**config.mk**
```make
export PLATFORM = sky130hd
export DESIGN_NAME = seq_shift_add_multiplier
export DESIGN_NICKNAME = d
export VERILOG_FILES = /design/src/rtl/mul_pkg.sv /design/src/rtl/rippleCarryAdder.sv /design/src/rtl/seq_shift_add_multiplier.sv
export SDC_FILE = /design/constraint.sdc
export NUM_CORES = 1
export LEC_CHECK = 0
export ABC_AREA = 1
export CELL_PAD_IN_SITES_DETAIL_PLACEMENT = 1
export CELL_PAD_IN_SITES_GLOBAL_PLACEMENT = 1
export CORE_ASPECT_RATIO = 2
export CORE_UTILIZATION = 41
export DETAILED_ROUTE_END_ITERATION = 16
export GPL_ROUTABILITY_DRIVEN = 0
export PLACE_DENSITY = 0.83
export SLEW_MARGIN = 20
export SYNTH_ARGS = -nofsm -noshare
export SYNTH_HDL_FRONTEND = slang
export SYNTH_SLANG_ARGS = --single-unit
export TNS_END_PERCENT = 5
```
**constraint.sdc**
```tcl
create_clock -name clk -period 63.5 [get_ports clk]
set_clock_uncertainty 0.2 [all_clocks]
set_input_delay 6.35 -clock clk [delete_from_list [all_inputs] [get_ports clk]]
set_output_delay 6.35 -clock clk [all_outputs]
set_load 0.05 [all_outputs]
```
**src/rtl/mul_pkg.sv**
```systemverilog
// mul_pkg: shared constants and FSM state encoding for the sequential multiplier.
//   MUL_WIDTH - operand width (fixed to the 64-bit adder instance)
//   MUL_CNT_W - iteration counter width
//   MUL_ITERS - partial-product steps per operation
package mul_pkg;
    localparam int MUL_WIDTH = 64;
    localparam int MUL_CNT_W = 7;
    localparam int MUL_ITERS = 64;
    typedef enum logic [1:0] {
        IDLE = 2'd0,
        BUSY = 2'd1,
        DONE = 2'd2
    } state_t;
endpackage

```
**src/rtl/rippleCarryAdder.sv**
```systemverilog
// rippleCarryAdder: 64-bit ripple-carry adder shared by the datapath.
//   a, b - 64-bit addends
//   c0   - carry in
//   s    - 64-bit sum
//   c64  - carry out of bit 63
module rippleCarryAdder (
    input  logic [63:0] a,
    input  logic [63:0] b,
    input  logic        c0,
    output logic [63:0] s,
    output logic        c64
);
    logic [64:0] c;
    assign c[0] = c0;
    for (genvar i = 0; i < 64; i++) begin : g_fa
        assign s[i]   = a[i] ^ b[i] ^ c[i];
        assign c[i+1] = (a[i] & b[i]) | (c[i] & (a[i] ^ b[i]));
    end
    assign c64 = c[64];
endmodule

```
**src/rtl/seq_shift_add_multiplier.sv**
```systemverilog
// seq_shift_add_multiplier: iterative unsigned 64x64->128 shift-add multiplier.
//   clk          - rising-edge clock
//   reset        - synchronous active-high reset
//   start        - launch request, honoured only in IDLE
//   multiplicand - operand M, captured on accepted start
//   multiplier   - operand Q, captured on accepted start
//   busy         - high while iterating
//   done         - one-cycle completion pulse
//   product      - 128-bit result, held until overwritten by the next completion
// Optional: define SHIFT_ADD_MUL_EARLY_TERM_EN to finish as soon as all
// unprocessed multiplier bits are zero.
module seq_shift_add_multiplier
    import mul_pkg::*;
#(
    parameter int WIDTH = MUL_WIDTH,
    parameter int CNT_W = MUL_CNT_W
) (
    input  logic                 clk,
    input  logic                 reset,
    input  logic                 start,
    input  logic [WIDTH-1:0]     multiplicand,
    input  logic [WIDTH-1:0]     multiplier,
    output logic                 busy,
    output logic                 done,
    output logic [2*WIDTH-1:0]   product
);
    state_t state, state_n;
    logic [WIDTH-1:0] acc, q, m, s, addend;
    logic [CNT_W-1:0] count;
    logic c64, last, early;
    logic [2*WIDTH-1:0] shifted, early_prod;

    assign addend = q[0] ? m : '0;

    rippleCarryAdder u_adder (
        .a(acc),
        .b(addend),
        .c0(1'b0),
        .s(s),
        .c64(c64)
    );

    // carry-out becomes the new MSB of acc; the sum's LSB drops into Q
    assign shifted = {c64, s, q[WIDTH-1:1]};
    assign last = count == CNT_W'(MUL_ITERS - 1);

`ifdef SHIFT_ADD_MUL_EARLY_TERM_EN
    logic [CNT_W:0] r;
    assign r = (CNT_W + 1)'(MUL_ITERS) - {1'b0, count};
    // Q still holds the 64-count unprocessed bits in its low end; when they are
    // all zero the remaining steps are pure shifts, so apply them at once
    assign early = (q & ({WIDTH{1'b1}} >> count)) == '0;
    assign early_prod = {acc, q} >> r;
`else
    assign early = 1'b0;
    assign early_prod = shifted;
`endif

    always_ff @(posedge clk) begin
        if (reset)
            state <= IDLE;
        else
            state <= state_n;
    end

    always_comb begin
        state_n = state;
        case (state)
            IDLE:    state_n = start ? BUSY : IDLE;
            BUSY:    state_n = (last || early) ? DONE : BUSY;
            default: state_n = IDLE;
        endcase
    end

    always_comb begin
        busy = state == BUSY;
        done = state == DONE;
    end

    always_ff @(posedge clk) begin
        if (reset) begin
            acc     <= '0;
            q       <= '0;
            m       <= '0;
            count   <= '0;
            product <= '0;
        end else if (state == IDLE && start) begin
            m     <= multiplicand;
            q     <= multiplier;
            acc   <= '0;
            count <= '0;
        end else if (state == BUSY) begin
            if (early)
                product <= early_prod;
            else begin
                {acc, q} <= shifted;
                count    <= count + CNT_W'(1);
                if (last)
                    product <= shifted;
            end
        end
    end
endmodule
```
==> results.yml <==
yosys:
  synthCells: 1744
  synth_nets: 1940
  ys_seq_elements: 329
  yosysTopAreaCell: "dfxtp_1"
  synth_edf_count: 0
  synth_area_um2: 13730
  muxShareOfSynthArea: 0
  synth_area_leaders: "dfxtp_1 48%, nand2_1 14%, fa_1 9.2%, nand3_1 7.0%, a21oi_1 4.7%"
  synth-adder-area-share: 0.09371
  synthXorXnorAreaFrac: 0
  synth_compound_area_frac: 0.1035
  synth-simple-area-share: 0.2568
  synth.distinct_cells: 23
  synth_top_family_by_area: "simple AND/OR/NAND/NOR gates"
  yosysMostFrequentCell: "nand2_1"
  synth_commonest_cells: "526 x nand2_1, 329 x dfxtp_1, 192 x nand3_1, 142 x nor2_1, 129 x a21oi_1"
  synth_warnings: 0
  synth.top_cell.area_share: 0.4799
  synthFlopType: "dfxtp_1"
  syn_avg_cell_area_um2: 7.870
  yosysSeqAreaShare: 0.4799
  async_flop_share: 0
cts:
  clk_latency_ns: 0.57
  cts_buffers: 31
  post_cts_resized: 0
  htree_num_levels: 1
  cts-root-buf: "clkbuf_16"
  post_cts_buffers: 0
  cts_hold_buf: 0
  cts_buffer_depth: 3
  cts_tree: "done"
  clk_pin_slew_ns: 0.06
  cts_sinks: 329
worst_hold_path:
  holdPathStages: 2
  hold_path_class: "reg2reg"
  hold_start: "product[105]$_SDFFE_PP0P_"
  min_to: "product[105]$_SDFFE_PP0P_"
power:
  p_clk_frac: 0.426
  combPwrFrac: 0.081
  power_uw: 440.2
  power_density_nw_per_um2: 25.28
  leakage_nw: 7.061
  p_int_uw: 334.4
  peakVddDrop_v: 0.00002035
  pwr-share-seq: 0.494
  netSwitchingPower_uw: 105.8
  swShare: 0.2404
global_routing:
  antenna_found_initial: 1
  grt_max_degree: 91
  grt_use_total: 0.2516
  grt_pass1_vias: 13950
  gr-total-overflow: 0
  grt_pass1_wl_mm: 69.72
detailed_routing:
  dr.pass1.iters: 4
  vias: 12480
  post_drt_wl_per_cell_um: 17.96
  drc: 0
  routed_wl_mm: 42.59
  viasPerCell: 5.264
  antenna_left: 0
  drtIter0Drc: 378
timing:
  slew_headroom: 0.2981
  fin_ws_ns: 36.98
  min_period_ns: 26.52
  setup_viol: 0
  hold_viol: 0
  hold_ws_ns: 0.2604
  slew_violations: 0
  worstMarginPinSlew_ns: 1.053
  rsz0062_at_grt: "false"
  fmax_mhz: 37.71
  tns_ns: 0
  period_share: 0.4177
critical_path:
  cp-start-kind: "register"
  worstPathRequired_ns: 63.78
  critPathCaptureType: "register"
  reg2regPathDepth: 72
  rr_endpoint: "product[126]$_SDFFE_PP0P_"
  r2r_start: "q[0]$_SDFFE_PP0P_"
  arrival_ns: 26.80
  critPathKind: "reg2reg"
  cp_common_cell: "fa_1"
  worstPathMaxFanout: 64
  worst_path_max_delay_cell: "fa_1"
  max_stage_delay_ns: 0.46
  r2r_setup_slack_ns: 36.98
placed_design:
  post-dp-hpwl_mm: 28.26
  post-place-ws_ns: 37.21
  port_buffers: 260
flow_run:
  drv_cap: 0
floorplanning:
  dieWidth_um: 131.4
  num_rows: 94
  die_h_um: 260.8
  core_um2: 32930
  dieArea_um2: 34260
  start_util: 0.4168
  boundaryPins: 261
cells_and_area:
  syn_to_final_growth_pct: 26.86
  drive_gt1_frac: 0.03769
  fillers: 4008
  nNetsFinal: 2115
outcome:
  status: "completed"
## kinds of logic after synthesis
family	Yosys count
buffers and inverters	218
AO/OA/AOI/OAI	267
flip-flops	329
AND/OR/NAND/NOR	865
adder cells (fa/ha/maj)	65
## stage by stage
stage,util,std cells,cell area (µm²)
3_5_place_dp,0.4982,2318,16410
3_3_place_gp,0.4981,2318,16400
5_1_grt,0.5287,2370,17410
4_1_cts,0.5286,2369,17410
2_1_floorplan,-,1744,13730
6_report,0.5288,2371,17410
## layer usage
layer  GRT usage  routed length (µm)  up-vias
met5           0                   0        -
met4      0.1143                1749        0
met3     0.03516                1775      104
met2      0.5075               23730      289
met1      0.2494               15330     6137
li1            -                   -     5950
## registers in the layout, summed over array words and instances, names as in the netlist
register / flops
product: 128
acc: 64
m: 64
q: 64
count: 7
state: 2
## cell usage in the layout, fill, tap and decap left out, types with 2 or more instances in the layout
cell type and instances:
nand2_2 2, inv_4 3, fa_1 63, diode_2 2, bufinv_16 3, nand2_1 524
clkbuf_16 31, clkbuf_1 5, inv_1 84, nand3_1 192, clkdlybuf4s50_1 258, o21ai_0 48
dfxtp_1 328, nor2_4 2, o21ai_1 25, nor2_1 141, clkinv_2 6, buf_4 13
a31oi_1 64, ha_1 2, nand2_4 2, a21oi_1 129, clkbuf_8 6
## worst max-delay path by stage
stage / slack (ns) / cells past startpoint / start / endpoint
3_3_place_gp: 37.82 / 72 / q[0]$_SDFFE_PP0P_ / product[126]$_SDFFE_PP0P_
5_1_grt: 36.25 / 72 / q[0]$_SDFFE_PP0P_ / product[126]$_SDFFE_PP0P_
3_5_place_dp: 37.21 / 72 / q[0]$_SDFFE_PP0P_ / product[126]$_SDFFE_PP0P_
2_1_floorplan: 38.69 / 75 / q[0]$_SDFFE_PP0P_ / product[126]$_SDFFE_PP0P_
4_1_cts: 37.02 / 72 / q[0]$_SDFFE_PP0P_ / product[126]$_SDFFE_PP0P_
6_report: 36.98 / 72 / q[0]$_SDFFE_PP0P_ / product[126]$_SDFFE_PP0P_
## final cells by class
cell class / instances / area, µm² / area share
clock inverter: 9 / 122.6 / 0.007042
clock buffer: 42 / 877.1 / 0.05037
multi-input combinational: 1197 / 6256 / 0.3593
timing repair buffer: 272 / 2685 / 0.1542
antenna: 2 / 5.005 / 0.0002874
inverter: 88 / 339.1 / 0.01947
tap: 432 / 540.5 / 0.03104
sequential: 329 / 6588 / 0.3783
## critical path: cells and delay by family, from the launching register on
family,cells,cell delay [ns]
buf+inv,5,0.60
compound gates,1,0.16
fa+ha+maj,63,24.69
flops,1,0.32
simple gates,3,0.40
## power groups by stage
stage          Clock, mW  Sequential, mW  Combinational (mW)
6_report           0.187           0.217              0.0355
5_1_grt            0.199           0.218              0.0393
4_1_cts            0.192           0.217              0.0359
3_5_place_dp           0           0.222              0.0354
3_3_place_gp           0           0.221              0.0346
2_1_floorplan          0           0.220              0.0207
Power figures use the tool's default switching activity.
